## src/rtl/keypad_scanner.sv

```systemverilog
// 4x4 active-low matrix keypad scanner with per-row debounce.
// Emits a single-cycle one-hot pulse, binary index and valid strobe per accepted press.
module keypad_scanner #(
  parameter int SCAN_DIV     = 50000,
  parameter int DEBOUNCE_CNT = 10
) (
  input  logic        clk,
  input  logic        rst_n,
  input  logic [3:0]  col_in,
  output logic [3:0]  row_out,
  output logic [15:0] onehot,
  output logic [3:0]  key_code,
  output logic        key_valid
);

  localparam int SW = (SCAN_DIV > 1) ? $clog2(SCAN_DIV) : 1;
  localparam int DW = (DEBOUNCE_CNT > 0) ? $clog2(DEBOUNCE_CNT + 1) : 1;
  localparam logic [SW-1:0] SLOT_LAST  = SW'(SCAN_DIV - 1);
  localparam logic [DW-1:0] DEB_TARGET = DW'(DEBOUNCE_CNT);
  localparam logic [DW-1:0] DEB_ONE    = DW'(1);

  typedef enum logic [1:0] {
    ST_SCAN,
    ST_DEBOUNCE,
    ST_RELEASE
  } state_t;

  logic [3:0]    col_meta_q, col_sync_q;
  logic [SW-1:0] slot_q, slot_d;
  logic [1:0]    row_q, row_d;
  logic [1:0]    col_q, col_d;
  logic [DW-1:0] deb_q, deb_d;
  state_t        state_q, state_d;
  logic [15:0]   onehot_q, onehot_d;
  logic [3:0]    code_q, code_d;
  logic          valid_q, valid_d;

  logic          sample;
  logic          hit;
  logic [1:0]    hit_col;
  logic [DW-1:0] deb_inc;
  logic          emit;
  logic [3:0]    emit_idx;

  // Columns are asynchronous to clk; two flops before anything looks at them.
  always_ff @(posedge clk or negedge rst_n) begin
    if (!rst_n) begin
      col_meta_q <= 4'hF;
      col_sync_q <= 4'hF;
    end else begin
      col_meta_q <= col_in;
      col_sync_q <= col_meta_q;
    end
  end

  // Exactly one low column is a hit; anything else (idle, ghosting, multi-key) is ignored.
  always_comb begin
    hit     = 1'b1;
    hit_col = 2'd0;
    case (col_sync_q)
      4'b1110: hit_col = 2'd0;
      4'b1101: hit_col = 2'd1;
      4'b1011: hit_col = 2'd2;
      4'b0111: hit_col = 2'd3;
      default: hit     = 1'b0;
    endcase
  end

  assign sample  = (slot_q == SLOT_LAST);
  assign slot_d  = sample ? '0 : slot_q + SW'(1);
  assign deb_inc = deb_q + DEB_ONE;

  always_comb begin
    state_d  = state_q;
    row_d    = row_q;
    col_d    = col_q;
    deb_d    = deb_q;
    emit     = 1'b0;
    emit_idx = 4'h0;

    if (sample) begin
      case (state_q)
        ST_SCAN: begin
          if (hit) begin
            col_d = hit_col;
            if (DEB_TARGET == DEB_ONE) begin
              emit     = 1'b1;
              emit_idx = {row_q, hit_col};
              deb_d    = '0;
              state_d  = ST_RELEASE;
            end else begin
              deb_d   = DEB_ONE;
              state_d = ST_DEBOUNCE;
            end
          end else begin
            row_d = row_q + 2'd1;
          end
        end

        ST_DEBOUNCE: begin
          if (hit && (hit_col == col_q)) begin
            if (deb_inc == DEB_TARGET) begin
              emit     = 1'b1;
              emit_idx = {row_q, col_q};
              deb_d    = '0;
              state_d  = ST_RELEASE;
            end else begin
              deb_d = deb_inc;
            end
          end else begin
            deb_d   = '0;
            row_d   = row_q + 2'd1;
            state_d = ST_SCAN;
          end
        end

        ST_RELEASE: begin
          // Only the latched column matters; other keys in the held row are ignored.
          if (col_sync_q[col_q]) begin
            if (deb_inc == DEB_TARGET) begin
              deb_d   = '0;
              row_d   = 2'd0;
              state_d = ST_SCAN;
            end else begin
              deb_d = deb_inc;
            end
          end else begin
            deb_d = '0;
          end
        end

        default: begin
          deb_d   = '0;
          row_d   = 2'd0;
          state_d = ST_SCAN;
        end
      endcase
    end
  end

  always_comb begin
    onehot_d = 16'h0000;
    valid_d  = 1'b0;
    code_d   = code_q;
    if (emit) begin
      onehot_d = 16'h0001 << emit_idx;
      valid_d  = 1'b1;
      code_d   = emit_idx;
    end
  end

  always_ff @(posedge clk or negedge rst_n) begin
    if (!rst_n) begin
      slot_q   <= '0;
      row_q    <= 2'd0;
      col_q    <= 2'd0;
      deb_q    <= '0;
      state_q  <= ST_SCAN;
      onehot_q <= 16'h0000;
      code_q   <= 4'h0;
      valid_q  <= 1'b0;
    end else begin
      slot_q   <= slot_d;
      row_q    <= row_d;
      col_q    <= col_d;
      deb_q    <= deb_d;
      state_q  <= state_d;
      onehot_q <= onehot_d;
      code_q   <= code_d;
      valid_q  <= valid_d;
    end
  end

  assign row_out   = ~(4'b0001 << row_q);
  assign onehot    = onehot_q;
  assign key_code  = code_q;
  assign key_valid = valid_q;

endmodule

```

## config.mk

```make
export PLATFORM = sky130hd
export DESIGN_NAME = keypad_scanner
export DESIGN_NICKNAME = d
export VERILOG_FILES = /design/src/rtl/keypad_scanner.sv
export SDC_FILE = /design/constraint.sdc
export NUM_CORES = 1
export LEC_CHECK = 0
export CELL_PAD_IN_SITES_DETAIL_PLACEMENT = 1
export CELL_PAD_IN_SITES_GLOBAL_PLACEMENT = 1
export CORE_MARGIN = 2
export CORE_UTILIZATION = 41
export CTS_BUF_LIST = sky130_fd_sc_hd__clkbuf_2
export DETAILED_ROUTE_END_ITERATION = 8
export PLACE_DENSITY = 0.85
export SYNTH_ARGS = -nofsm -noshare
export SYNTH_HDL_FRONTEND = slang
export SYNTH_SLANG_ARGS = --single-unit
```

## constraint.sdc

```tcl
create_clock -name clk -period 1.9 [get_ports clk]
set_clock_uncertainty 0.15 [all_clocks]
set_input_delay 0.38 -clock clk [delete_from_list [all_inputs] [get_ports clk]]
set_output_delay 0.38 -clock clk [all_outputs]
set_load 0.02 [all_outputs]
```

==> summary.txt <==
Status
  – Run status: finished, violations left
  – Failing checks: negative setup slack

GRT
  – Largest net degree at the start of global routing: 27
  – Congestion Overflow GR: 0
  – Gr busiest metal: met2
  – Initial antenna violation count: 0
  – Gr usage total: 25.03%
  – Met2 usage: 47.48%
  – GR Util met3: 5.385%
  – Vias in the first global route: 2333
  – M1 GR Usage: 26.65%
  – First-pass GRT wire length: 12.23 mm

CTS
  – H-tree depth: 2
  – CTS tree: built
  – CTS Sinks: 55
  – Clk slew on worst S/H paths: 0.32 ns
  – Worst skew pair latency: 0.52 ns
  – CTS Buffer Depth: 2
  – Num CTS Buffers: 5
  – CTS root buf: clkbuf_2

Floorplan
  – DIE AREA: 6699 um^2
  – Core Area: 5886 um^2
  – I/O pin count: 31
  – Die span in x: 81.85 um
  – Die Ht: 81.85 um
  – Initial core utilization: 42.22%
  – FP Rows: 28

Setup path
  – CP max FO: 7
  – Crit Path Category: reg -> reg
  – Slack of the worst reg-to-reg path: -0.40 ns
  – Worst r2r src: col_sync_q[2]
  – CP startpoint: col_sync_q[2]
  – Startpoint Class: flop
  – R2R depth: 8
  – Worst reg2reg endpoint: onehot[15]
  – CP Capture Type: flop
  – Data arrival, critical path: 2.59 ns
  – Worst Setup EP: onehot[15]
  – CP required: 2.19 ns

Finish
  – ANT cells: 0
  – Area grow syn2layout: 49.50%
  – Nets: 323
  – Most frequent cells in the layout: buf_4 (61), dfrtp_1 (47), dlygate4sd2_1 (21)
  – Post-route cell area: 3715 um^2
  – Leading cell type in the layout, fill and taps excluded: buf_4
  – Layout cell share with drive strength beyond 1: 45.66%

Timing
  – Number of hold violations in the final report: 0
  – Worst slew margin: 59.62%
  – Fin. max-slew vios: 0
  – RSZ-0062 raised after global routing: true
  – FMAX: 0.4357 GHz
  – Final setup fails: 36
  – Min Tclk post-route: 2.295 ns
  – Period utilisation layout: 120.8%
  – Setup slack after layout: -0.3951 ns
  – Worst-Margin Slew: 0.6057 ns

Route
  – DR iter-0 viols: 129
  – Via count of the routed design: 2238
  – # DRC: 0
  – DR WL/cell: 22.74 um
  – DRT Wirelength: 8.776 mm
  – DRT antenna net count: 0
  – Drt pass-1 iters: 4
  – Detail-routed via count per cell: 5.798

Synthesis
  – Top cell type by total area after synthesis: dfrtp_1
  – Post-Syn Nets: 227
  – Seq cells post-synth: 55
  – Avg Cell Area, Syn: 11.61 um^2
  – Ys Warns: 0
  – Post-Syn Area: 2485 um^2
  – Dominant cells by area after synthesis: dfrtp_1 (47%), dfstp_2 (8.5%), ha_1 (3.5%), xor2_1 (3.5%), nor4_1 (3.0%)
  – Seq/Total Area, Yosys: 55.79%
  – Netlist cell types: 49
  – Synth top area share: 47.33%
  – Syn Inst Count: 214

Pwr
  – Static Leakage: 1.755 nW
  – VDD IR max: 291.6 uV
  – Total chip power: 1.820 mW
  – PwrDens: 490.1 nW/um^2

Place
  – Buffers on Ports: 30
  – Placer Congestion: 0.7564
  – Pre-CTS WS: -0.3202 ns
  – Detailed Place HPWL: 4.772 mm
  – Placed inst area: 3166 um^2

Worst hold path
  – Worst min path class: in -> reg

Job
  – Max-Cap Viols: 0
## cell type report
type	instances	area [um^2]
Multi-Input combinational cell	138	1304
Timing Repair Buffer	98	822.0
Clock buffer	5	25.02
Fill cell	617	2171
Clock inverter	3	28.78
Inverter	12	55.05
Tap cell	75	93.84
Sequential cell	55	1386
## routing by layer
layer,wire length [um],vias to the layer above
li1,-,958
met1,3082,1151
met2,4919,102
met3,418,27
met4,356,0
met5,0,-
## worst max-delay path, cell delays in order, from the launching register on
cell and delay, ns:
dfstp_2 0.62, buf_12 0.11, nand4b_1 0.13, o21ai_1 0.19
a31oi_1 0.09, and4b_2 0.39, nand3_4 0.15, buf_8 0.19
nor4_2 0.23
## synthesized netlist by cell type, drive strengths merged
library cell and number:
a31o 1, a21o 2, a311oi 1, mux4 1, mux2 5, o21a 1, o32ai 1, xor2 10
a2111oi 1, o221ai 1, nor3b 1, dfrtp 47, ha 7, nor2 13, clkbuf 5, a211oi 2
nand3 11, a21boi 1, o31ai 3, nor2b 3, and3 4, and2 1, a32oi 1, o21ai 3
mux2i 1, xnor2 8, clkinv 2, nand4b 4, and4b 1, o31a 1, nor4b 1, inv 10
nand2b 3, a21oi 3, and4 6, dfstp 8, o22ai 1, nand2 14, a31oi 4, buf 5
nand4 3, nor4 13
## power by group
| part | switching (mW) | internal [mW] |
|---|---|---|
| sequential | 0.00764 | 1.19 |
| combinational | 0.0535 | 0.0471 |
| clock | 0.415 | 0.107 |
## per-stage QoR
stage | utilization (%) | instances | setup TNS, ns | hold WS [ns]
global placement | 53.78 | 354 | -3.068 | 0.1956
global route | 63.12 | 386 | -11.69 | 0.04861
finish | 63.12 | 386 | -9.045 | 0.06719
detailed placement | 53.78 | 354 | -6.396 | 0.1973
floorplan | - | 214 | -1.722 | -0.06559
CTS | 59.72 | 378 | -5.640 | 0.07344
## flip-flops by register name (all words and copies together), names as in the netlist
register and count:
onehot 16, slot_q 16, col_meta_q 4, col_sync_q 4, deb_q 4, key_code 4, col_q 2, row_q 2
state_q 2, key_valid 1
## timing repair
item,4_1_cts,5_1_grt
buffers inserted,14,8
gates cloned,1,0
hold endpoints to repair,15,0
pin swaps,14,8
hold buffers,1,0
endpoints found under the setup margin,63,44
gates resized for setup,86,25
## worst min-delay path by stage
stage	to	slack, ns	startpoint	cells past startpoint
2_1_floorplan	col_q[0]	-0.07	rst_n	0
3_3_place_gp	col_sync_q[1]	0.20	col_meta_q[1]	0
3_5_place_dp	col_sync_q[1]	0.20	col_meta_q[1]	0
4_1_cts	col_meta_q[2]	0.07	col_in[2]	1
5_1_grt	col_meta_q[2]	0.05	col_in[2]	1
6_report	col_meta_q[2]	0.07	col_in[2]	1
## cell families after synthesis
group / synth area share [%]
mux: 3.575
flops: 55.79
xor+xnor: 6.647
compound gates: 7.653
fa+ha+maj: 3.525
buf+inv: 4.180
simple gates: 18.63
Note: power is estimated with default switching activity, not from simulation.
